## config.mk

```make
export PLATFORM = sky130hd
export DESIGN_NAME = fp8_stream_packer_flat
export DESIGN_NICKNAME = d
export VERILOG_FILES = /design/src/rtl/fp8_stream_packer_if.sv /design/src/rtl/fp8_stream_packer.sv /design/src/flat_wrapper.sv
export SDC_FILE = /design/constraint.sdc
export NUM_CORES = 1
export LEC_CHECK = 0
export CORE_UTILIZATION = 40
export CTS_CLUSTER_DIAMETER = 200
export DETAILED_ROUTE_END_ITERATION = 7
export GPL_TIMING_DRIVEN = 0
export MAX_ROUTING_LAYER = met4
export PLACE_DENSITY = 0.59
export SYNTH_ARGS = -nofsm -noshare
export SYNTH_HDL_FRONTEND = slang
export SYNTH_SLANG_ARGS = --single-unit
```

## constraint.sdc

```tcl
create_clock -name clk -period 3.7 [get_ports clk]
set_input_delay 0.925 -clock clk [delete_from_list [all_inputs] [get_ports clk]]
set_output_delay 0.925 -clock clk [all_outputs]
set_load 0.02 [all_outputs]
```

## src/rtl/fp8_stream_packer_if.sv

```systemverilog
// ---------------------------------------------------------------------------
// fp8_stream_packer_if
// Bundles the byte input stream, the packed word output stream and the
// Inf/NaN counter of the FP8 stream packer.
//   slave  : the packer side (consumes bytes, produces words)
//   master : the producer/consumer side (drives bytes, accepts words)
// Signals:
//   in_fp8/in_valid/in_last/in_ready  byte stream, valid/ready handshake
//   flush                             pulse that closes a partial word
//   out_word/out_keep/out_last        packed word, lane-valid mask, row end
//   out_valid/out_ready               word stream handshake
//   special_cnt                       saturating count of Inf/NaN bytes
// ---------------------------------------------------------------------------
interface fp8_stream_packer_if #(
  parameter int LANES = 4,
  parameter int CNT_W = 16
);
  logic [7:0]         in_fp8;
  logic               in_valid;
  logic               in_last;
  logic               in_ready;
  logic               flush;
  logic [8*LANES-1:0] out_word;
  logic [LANES-1:0]   out_keep;
  logic               out_last;
  logic               out_valid;
  logic               out_ready;
  logic [CNT_W-1:0]   special_cnt;

  modport slave (
    input  in_fp8, in_valid, in_last, flush, out_ready,
    output in_ready, out_word, out_keep, out_last, out_valid, special_cnt
  );

  modport master (
    output in_fp8, in_valid, in_last, flush, out_ready,
    input  in_ready, out_word, out_keep, out_last, out_valid, special_cnt
  );
endinterface

```

## src/rtl/fp8_stream_packer.sv

```systemverilog
// ---------------------------------------------------------------------------
// fp8_stream_packer
// Packs a stream of FP8 bytes (one per cycle) into LANES-byte words for the
// result write-back bus. Lane 0 is filled first. A word is closed when its
// last lane fills, when in_last marks the end of a row, or when flush asks for
// the partial word. Unfilled lanes read as 8'h00 with their keep bit low.
// Also counts accepted Inf/NaN bytes (exponent 4'b1111), saturating.
// Ports:
//   clk    clock, rising edge
//   rst_n  asynchronous active-low reset
//   bus    fp8_stream_packer_if.slave (byte stream in, word stream out,
//          flush, special_cnt)
// ---------------------------------------------------------------------------
module fp8_stream_packer #(
  parameter int LANES = 4,
  parameter int CNT_W = 16
) (
  input  logic                 clk,
  input  logic                 rst_n,
  fp8_stream_packer_if.slave   bus
);

  localparam int PTR_W = (LANES > 2) ? $clog2(LANES) : 1;

  typedef enum logic [1:0] {
    EMPTY,
    FILL,
    FLUSH_PEND
  } state_e;

  state_e             state_q, state_d;
  logic [PTR_W-1:0]   ptr_q, ptr_d;
  logic [8*LANES-1:0] buf_q, buf_d;
  logic [8*LANES-1:0] word_q, word_d;
  logic [LANES-1:0]   keep_q, keep_d;
  logic               last_q, last_d;
  logic               valid_q, valid_d;
  logic [CNT_W-1:0]   cnt_q, cnt_d;

  logic               outFree;
  logic               inReady;
  logic               accept;
  logic               isSpecial;
  logic               lastLane;
  logic [8*LANES-1:0] mergedWord;

  // Keep mask with the lowest n lanes set.
  function automatic logic [LANES-1:0] keepMask(input int n);
    logic [LANES-1:0] m;
    m = '0;
    for (int i = 0; i < LANES; i++) begin
      m[i] = (i < n);
    end
    return m;
  endfunction

  // Handshake decode. The output register is free when it is empty or being
  // drained this cycle; a pending flush owns the next free slot, so no new
  // bytes are taken while one is waiting.
  always_comb begin
    outFree   = !valid_q || bus.out_ready;
    inReady   = outFree && (state_q != FLUSH_PEND);
    accept    = bus.in_valid && inReady;
    isSpecial = (bus.in_fp8[6:3] == 4'hF);
    lastLane  = (ptr_q == PTR_W'(LANES - 1));
  end

  // The assembly buffer with the incoming byte dropped into the current lane,
  // used both when the byte just extends the buffer and when it closes a word.
  always_comb begin
    mergedWord = buf_q;
    mergedWord[{ptr_q, 3'b000} +: 8] = bus.in_fp8;
  end

  // Next-state logic for the FSM, the assembly buffer, the output register
  // and the counter. An accepted byte always wins over a flush-only close;
  // a flush arriving with a byte just closes the word after that byte.
  // With no byte accepted, a flush (or an earlier one still waiting) closes
  // the partial word as soon as the output register can take it. The output
  // register drops valid on a drain unless a new word lands on the same edge.
  always_comb begin
    state_d = state_q;
    ptr_d   = ptr_q;
    buf_d   = buf_q;
    word_d  = word_q;
    keep_d  = keep_q;
    last_d  = last_q;
    valid_d = valid_q && !bus.out_ready;
    cnt_d   = cnt_q;

    if (accept) begin
      if (isSpecial && (cnt_q != {CNT_W{1'b1}})) begin
        cnt_d = cnt_q + CNT_W'(1);
      end
      if (lastLane || bus.in_last || bus.flush) begin
        word_d  = mergedWord;
        keep_d  = keepMask(int'(ptr_q) + 1);
        last_d  = bus.in_last;
        valid_d = 1'b1;
        ptr_d   = '0;
        buf_d   = '0;
        state_d = EMPTY;
      end else begin
        buf_d   = mergedWord;
        ptr_d   = ptr_q + PTR_W'(1);
        state_d = FILL;
      end
    end else if ((state_q == FLUSH_PEND) || (bus.flush && (state_q == FILL))) begin
      if (outFree) begin
        word_d  = buf_q;
        keep_d  = keepMask(int'(ptr_q));
        last_d  = 1'b0;
        valid_d = 1'b1;
        ptr_d   = '0;
        buf_d   = '0;
        state_d = EMPTY;
      end else begin
        state_d = FLUSH_PEND;
      end
    end
  end

  // State register. Reset discards any partial word and clears the counter.
  always_ff @(posedge clk or negedge rst_n) begin
    if (!rst_n) begin
      state_q <= EMPTY;
      ptr_q   <= '0;
      buf_q   <= '0;
      word_q  <= '0;
      keep_q  <= '0;
      last_q  <= 1'b0;
      valid_q <= 1'b0;
      cnt_q   <= '0;
    end else begin
      state_q <= state_d;
      ptr_q   <= ptr_d;
      buf_q   <= buf_d;
      word_q  <= word_d;
      keep_q  <= keep_d;
      last_q  <= last_d;
      valid_q <= valid_d;
      cnt_q   <= cnt_d;
    end
  end

  assign bus.in_ready    = inReady;
  assign bus.out_word    = word_q;
  assign bus.out_keep    = keep_q;
  assign bus.out_last    = last_q;
  assign bus.out_valid   = valid_q;
  assign bus.special_cnt = cnt_q;

endmodule

```

## src/flat_wrapper.sv

```systemverilog
// flat-port wrapper written by rule: the top's interface ports become plain ports
module fp8_stream_packer_flat 
#(
  parameter int LANES = 4,
  parameter int CNT_W = 16
)
  (clk, rst_n, bus_in_fp8, bus_in_valid, bus_in_last, bus_flush, bus_out_ready, bus_in_ready, bus_out_word, bus_out_keep, bus_out_last, bus_out_valid, bus_special_cnt);
  fp8_stream_packer_if #(.LANES(LANES), .CNT_W(CNT_W)) bus_i ();
  input  logic clk;
  input  logic rst_n;
  input wire logic [$bits(bus_i.in_fp8)-1:0] bus_in_fp8;
  input wire logic [$bits(bus_i.in_valid)-1:0] bus_in_valid;
  input wire logic [$bits(bus_i.in_last)-1:0] bus_in_last;
  input wire logic [$bits(bus_i.flush)-1:0] bus_flush;
  input wire logic [$bits(bus_i.out_ready)-1:0] bus_out_ready;
  output wire logic [$bits(bus_i.in_ready)-1:0] bus_in_ready;
  output wire logic [$bits(bus_i.out_word)-1:0] bus_out_word;
  output wire logic [$bits(bus_i.out_keep)-1:0] bus_out_keep;
  output wire logic [$bits(bus_i.out_last)-1:0] bus_out_last;
  output wire logic [$bits(bus_i.out_valid)-1:0] bus_out_valid;
  output wire logic [$bits(bus_i.special_cnt)-1:0] bus_special_cnt;
  assign bus_i.in_fp8 = bus_in_fp8;
  assign bus_i.in_valid = bus_in_valid;
  assign bus_i.in_last = bus_in_last;
  assign bus_i.flush = bus_flush;
  assign bus_i.out_ready = bus_out_ready;
  assign bus_in_ready = bus_i.in_ready;
  assign bus_out_word = bus_i.out_word;
  assign bus_out_keep = bus_i.out_keep;
  assign bus_out_last = bus_i.out_last;
  assign bus_out_valid = bus_i.out_valid;
  assign bus_special_cnt = bus_i.special_cnt;
  fp8_stream_packer #(.LANES(LANES), .CNT_W(CNT_W)) u_core (.clk(clk), .rst_n(rst_n), .bus(bus_i));
endmodule
```

# Word-level counts from Yosys, hierarchy flattened
# Index checks and enable logic that the tools add are counted.
dict set report op_classes {
  n_addsub 4
  mul 0
  div_mod_pow 0
  n_lt_le_gt_ge 7
  n_eq_ne 7
  shift 2
  n_mux 29
  bitwise_logic 0
  n_reduce_logical 16
}
# operator n
set ops {}
lappend ops {{2-to-1 mux 32 bit} 8}
lappend ops {{< comparator 3 x 32 -> 1 bit, first input constant} 2}
lappend ops {{bitwise mux 32 bit} 1}
lappend ops {{< comparator 1 x 32 -> 1 bit, first input constant} 1}
lappend ops {{< comparator 2 x 32 -> 1 bit, first input constant} 1}
lappend ops {{variable shift 8 x 7 -> 32 bit, first input constant} 1}
lappend ops {{indexed part select 8 x 7 -> 32 bit} 1}
lappend ops {{adder 16 x 1 -> 16 bit, second input constant} 1}
lappend ops {{2-to-1 mux 4 bit} 4}
lappend ops {{inequality test 16 bit, second input constant} 1}
lappend ops {{2-to-1 mux 2 bit} 7}
lappend ops {{2-to-1 mux 1 bit} 9}
lappend ops {{negator 5 -> 7 bit} 1}
lappend ops {{logical AND 1 bit} 5}
lappend ops {{== test 2 bit, second input constant} 2}
lappend ops {{== test 4 bit, second input constant} 1}
lappend ops {{logical OR 1 bit} 4}
lappend ops {{< comparator 1 x 2 -> 1 bit, first input constant} 2}
lappend ops {{inequality test 2 bit, second input constant} 2}
lappend ops {{AND reduction 2 bit} 2}
lappend ops {{nonzero test 2 bit} 2}
lappend ops {{adder 2 x 1 -> 3 bit, second input constant} 1}
lappend ops {{AND reduction 3 bit} 1}
lappend ops {{adder 2 x 1 -> 2 bit, second input constant} 1}
lappend ops {{3 further kinds} 4}
dict set report totals {
  regBits 90
  latchBits 0
  ram_bits 0
  rom_bits 0
  input_bits 14
  output_inout_bits 55
  wordCells 73
  memories 0
}

# Longest topological paths before layout
dict set report logic_depth {
  ltp_word 6
  mapped_depth 8
}

# Worst setup path after synthesis
# No wires, ideal clock.
dict set report synth_path {
  path_kind {input -> output}
  start {input port bus_out_ready}
  end {output port bus_in_ready}
  arrival_ns 1.450
  required_ns 2.775
  setup_slack_ns 1.325
  cell_stages 3
  cell_sequence {nand2b_1 > buf_6 > and2_1}
}
dict set report synth_via {
  elab_chain_len 2
}
# item line
set synth_lines {}
lappend synth_lines {{start: declaration} flat_wrapper.sv:15} ;# input wire logic [$bits(bus_i.out_ready)-1:0] bus_out_ready;
lappend synth_lines {{logical OR 1 bit} fp8_stream_packer.sv:61} ;# outFree = !valid_q || bus.out_ready;
lappend synth_lines {{logical AND 1 bit} fp8_stream_packer.sv:62} ;# inReady = outFree && (state_q != FLUSH_PEND);
lappend synth_lines {{end: declaration} flat_wrapper.sv:16} ;# output wire logic [$bits(bus_i.in_ready)-1:0] bus_in_ready;
# No other way between the ends.

# Worst setup path in the final report
# Same ends and word-level chain as after synthesis.

==> metrics.cfg <==
[grt]
grt_antenna_before_repair = 0
gr-total-overflow = 0
grt_pass1_vias = 3221
grt_pass1_wl_um = 17300
track_usage = 0.208
grt_max_degree = 62

[cts]
cts_buffers = 9
htree_levels = 3
cts.sinks = 90
cts_setup_buffers = 0
ctsLongestPathBuffers = 2
clock_latency_ns = 0.37
clkTransAtPathRegs_ns = 0.09
root_buffer = clkbuf_8
hold_buffers = 0
cts_tree = yes
ctsResizeCount = 0

[floorplanning]
num_io_pins = 69
coreArea_mm2 = 0.00991
die_area_mm2 = 0.0108
initial_core_util = 0.418
num_rows = 36
die_h_um = 104
die_w_um = 104

[timing]
clock_skew_ns = 0.0125
clock.fmax_ghz = 0.290
rsz0062_at_grt = false
hold_viol = 0
worst_slack_ns = 0.254
finalSetupTns_ns = 0
maxSlewViolCount = 0
finalCritPeriodShare = 0.931
worst_slew_pin_slew_ns = 0.653
maxSlewHeadroom = 0.561
setup_violations = 0
timing.final.crit_period_ns = 3.45

[drt]
drc = 0
wl_met3_um = 299
wl_per_cell_um = 16.6
via_per_inst = 5.36
highest_layer = met4
routed_wl_um = 10100
antenna_left = 0
met1_length_um = 5060
firstDrtPassIters = 4
drt_iter0_markers = 116
wl_met2_um = 4620
vias = 3275

[placed_design]
pre_cts_ws_ns = 0.258
dp.cells = 595
globalplace.congestion = 0.827
hpwl_um = 7110
place_area_mm2 = 0.00495
port_buffers = 62

[final_layout]
final_cell_mix = 90 x dfrtp_1, 83 x nor2_1, 61 x clkdlybuf4s50_1
multiInputGateArea_mm2 = 0.00174
final_common_cell = dfrtp_1
drive_gt1_frac = 0.100
register_area_mm2 = 0.00225
area_delta_synth_final_pct = 24.5
final_area_mm2 = 0.00515
layoutNonFillerInstCount = 611
fill_cells = 952
final_core_util = 0.520
nNetsFinal = 495
diodes = 0

[yosys]
ys_ff_latch = 90
synth_ff_type = dfrtp_1
yosysWarnings = 0
synth.yosys.seq_area_share = 0.544
ys_types = 49
syn_area_mm2 = 0.00414
syn_avg_cell_area_um2 = 10.4
syn_inst = 399
syn_nets = 421
synth_edf_count = 0
synthArstFlopShare = 1.00

[setup_path]
path_class = primary input to output pin
path_cells = clkdlybuf4s50_1, nand2b_1, buf_6, and2_1, clkdlybuf4s50_1
path_delay_family = buffers and inverters
ff2ff_path_depth = 6
reg2reg_from = u_core.ptr_q[0]$_DFFE_PN0P_
cp_slowest_stage_delay_ns = 0.66
start_kind = primary input
crit_fanout = 9
crit_path_end_kind = output pin
ff2ff_setup_slack_ns = 1.25
crit_top_cell = clkdlybuf4s50_1
worst_path_max_delay_cell = clkdlybuf4s50_1
cp.arrival_ns = 2.52
required_ns = 2.77
cp_num_buf_inv = 3
r2r-end = u_core.buf_q[26]$_DFFE_PN0P_

[pwr]
p_per_area_mw_per_mm2 = 484
peakVddDrop_uv = 222
p_leak_uw = 0.00223

[job]
drv_cap = 0

[min_path]
hold_path_class = primary input to async pin

[status]
status = finished, final reports clean

[flip-flops by register name (all words and copies together) (netlist names)]
register	count
u_core.buf_q	32
u_core.bus.out_word	32
u_core.bus.special_cnt	16
u_core.bus.out_keep	4
u_core.ptr_q	2
u_core.state_q	2
u_core.bus.out_last	1
u_core.bus.out_valid	1
[worst reg2reg max path, delay by kind of cell (launching register included)]
family / cells / cell delay [ns]
flip-flops: 1 / 0.56
adder cells (fa/ha/maj): 1 / 0.22
AND/OR/NAND/NOR: 2 / 0.99
AO/OA/AOI/OAI: 1 / 0.23
buffers and inverters: 2 / 0.38
[power by group]
part	leakage [uW]	switching, uW	internal [uW]
clock network	0.0000998	378	317
registers	0.00119	67.9	1090
logic	0.000937	366	279
[worst max path at each step]
| stage | start | endpoint | depth (start not counted) |
|---|---|---|---|
| floorplan | bus_out_ready | bus_in_ready | 3 |
| CTS | bus_out_ready | bus_in_ready | 5 |
| global placement | rst_n | u_core.bus.out_word[20]$_DFFE_PN0P_ | 1 |
| detailed placement | bus_out_ready | bus_in_ready | 5 |
| finish | bus_out_ready | bus_in_ready | 5 |
| global route | bus_out_ready | bus_in_ready | 5 |
[layout make-up]
| type | instances | share of cell area |
|---|---|---|
| Sequential cell | 90 | 0.437 |
| Multi-Input combinational cell | 282 | 0.337 |
| Timing Repair Buffer | 63 | 0.125 |
| Tap cell | 133 | 0.0323 |
| Clock buffer | 9 | 0.0240 |
| Buffer | 20 | 0.0240 |
| Clock inverter | 7 | 0.0151 |
| Inverter | 7 | 0.00510 |
[synthesized netlist by cell type, types with 2 or more instances]
master | number | area, um2
nor3_1 | 4 | 20.0
a32oi_1 | 2 | 17.5
a221oi_1 | 26 | 228
buf_2 | 7 | 35.0
nand2_1 | 38 | 143
nor3b_2 | 2 | 25.0
ha_1 | 8 | 100
nand3_1 | 7 | 35.0
nand4_1 | 6 | 37.5
and3_1 | 2 | 12.5
nor2_1 | 83 | 312
clkbuf_1 | 3 | 11.3
dfrtp_1 | 90 | 2250
a22o_1 | 20 | 175
buf_6 | 2 | 22.5
xor2_1 | 6 | 52.6
o21ai_0 | 22 | 110
nor2b_1 | 6 | 37.5
buf_1 | 3 | 11.3
o22ai_1 | 2 | 12.5
inv_1 | 6 | 22.5
buf_4 | 4 | 30.0
nand2_2 | 2 | 12.5
a22oi_1 | 10 | 75.1
a21oi_1 | 6 | 30.0
xnor2_1 | 9 | 78.8
[per-stage QoR]
stage | hold slack, ns | power, uW
after detailed placement | 0.467 | 1830
after global placement | 0.456 | 1810
after CTS | 0.483 | 2520
after global routing | 0.502 | 2630
after floorplan | 0.464 | 1520
final | 0.479 | 2500
[logic make-up after synthesis]
family,after synthesis,synth area share
mux,1,0.00272
flops,90,0.544
compound gates,95,0.176
xor+xnor,15,0.0317
simple gates,163,0.185
fa+ha+maj,8,0.0242
buf+inv,27,0.0363
[routing by layer]
layer,up-vias,global-route usage
met5,-,-
met4,0,0.0694
met3,15,0.0308
met2,64,0.302
met1,1627,0.300
li1,1569,-
No activity file was read; power rests on OpenSTA's default activity.
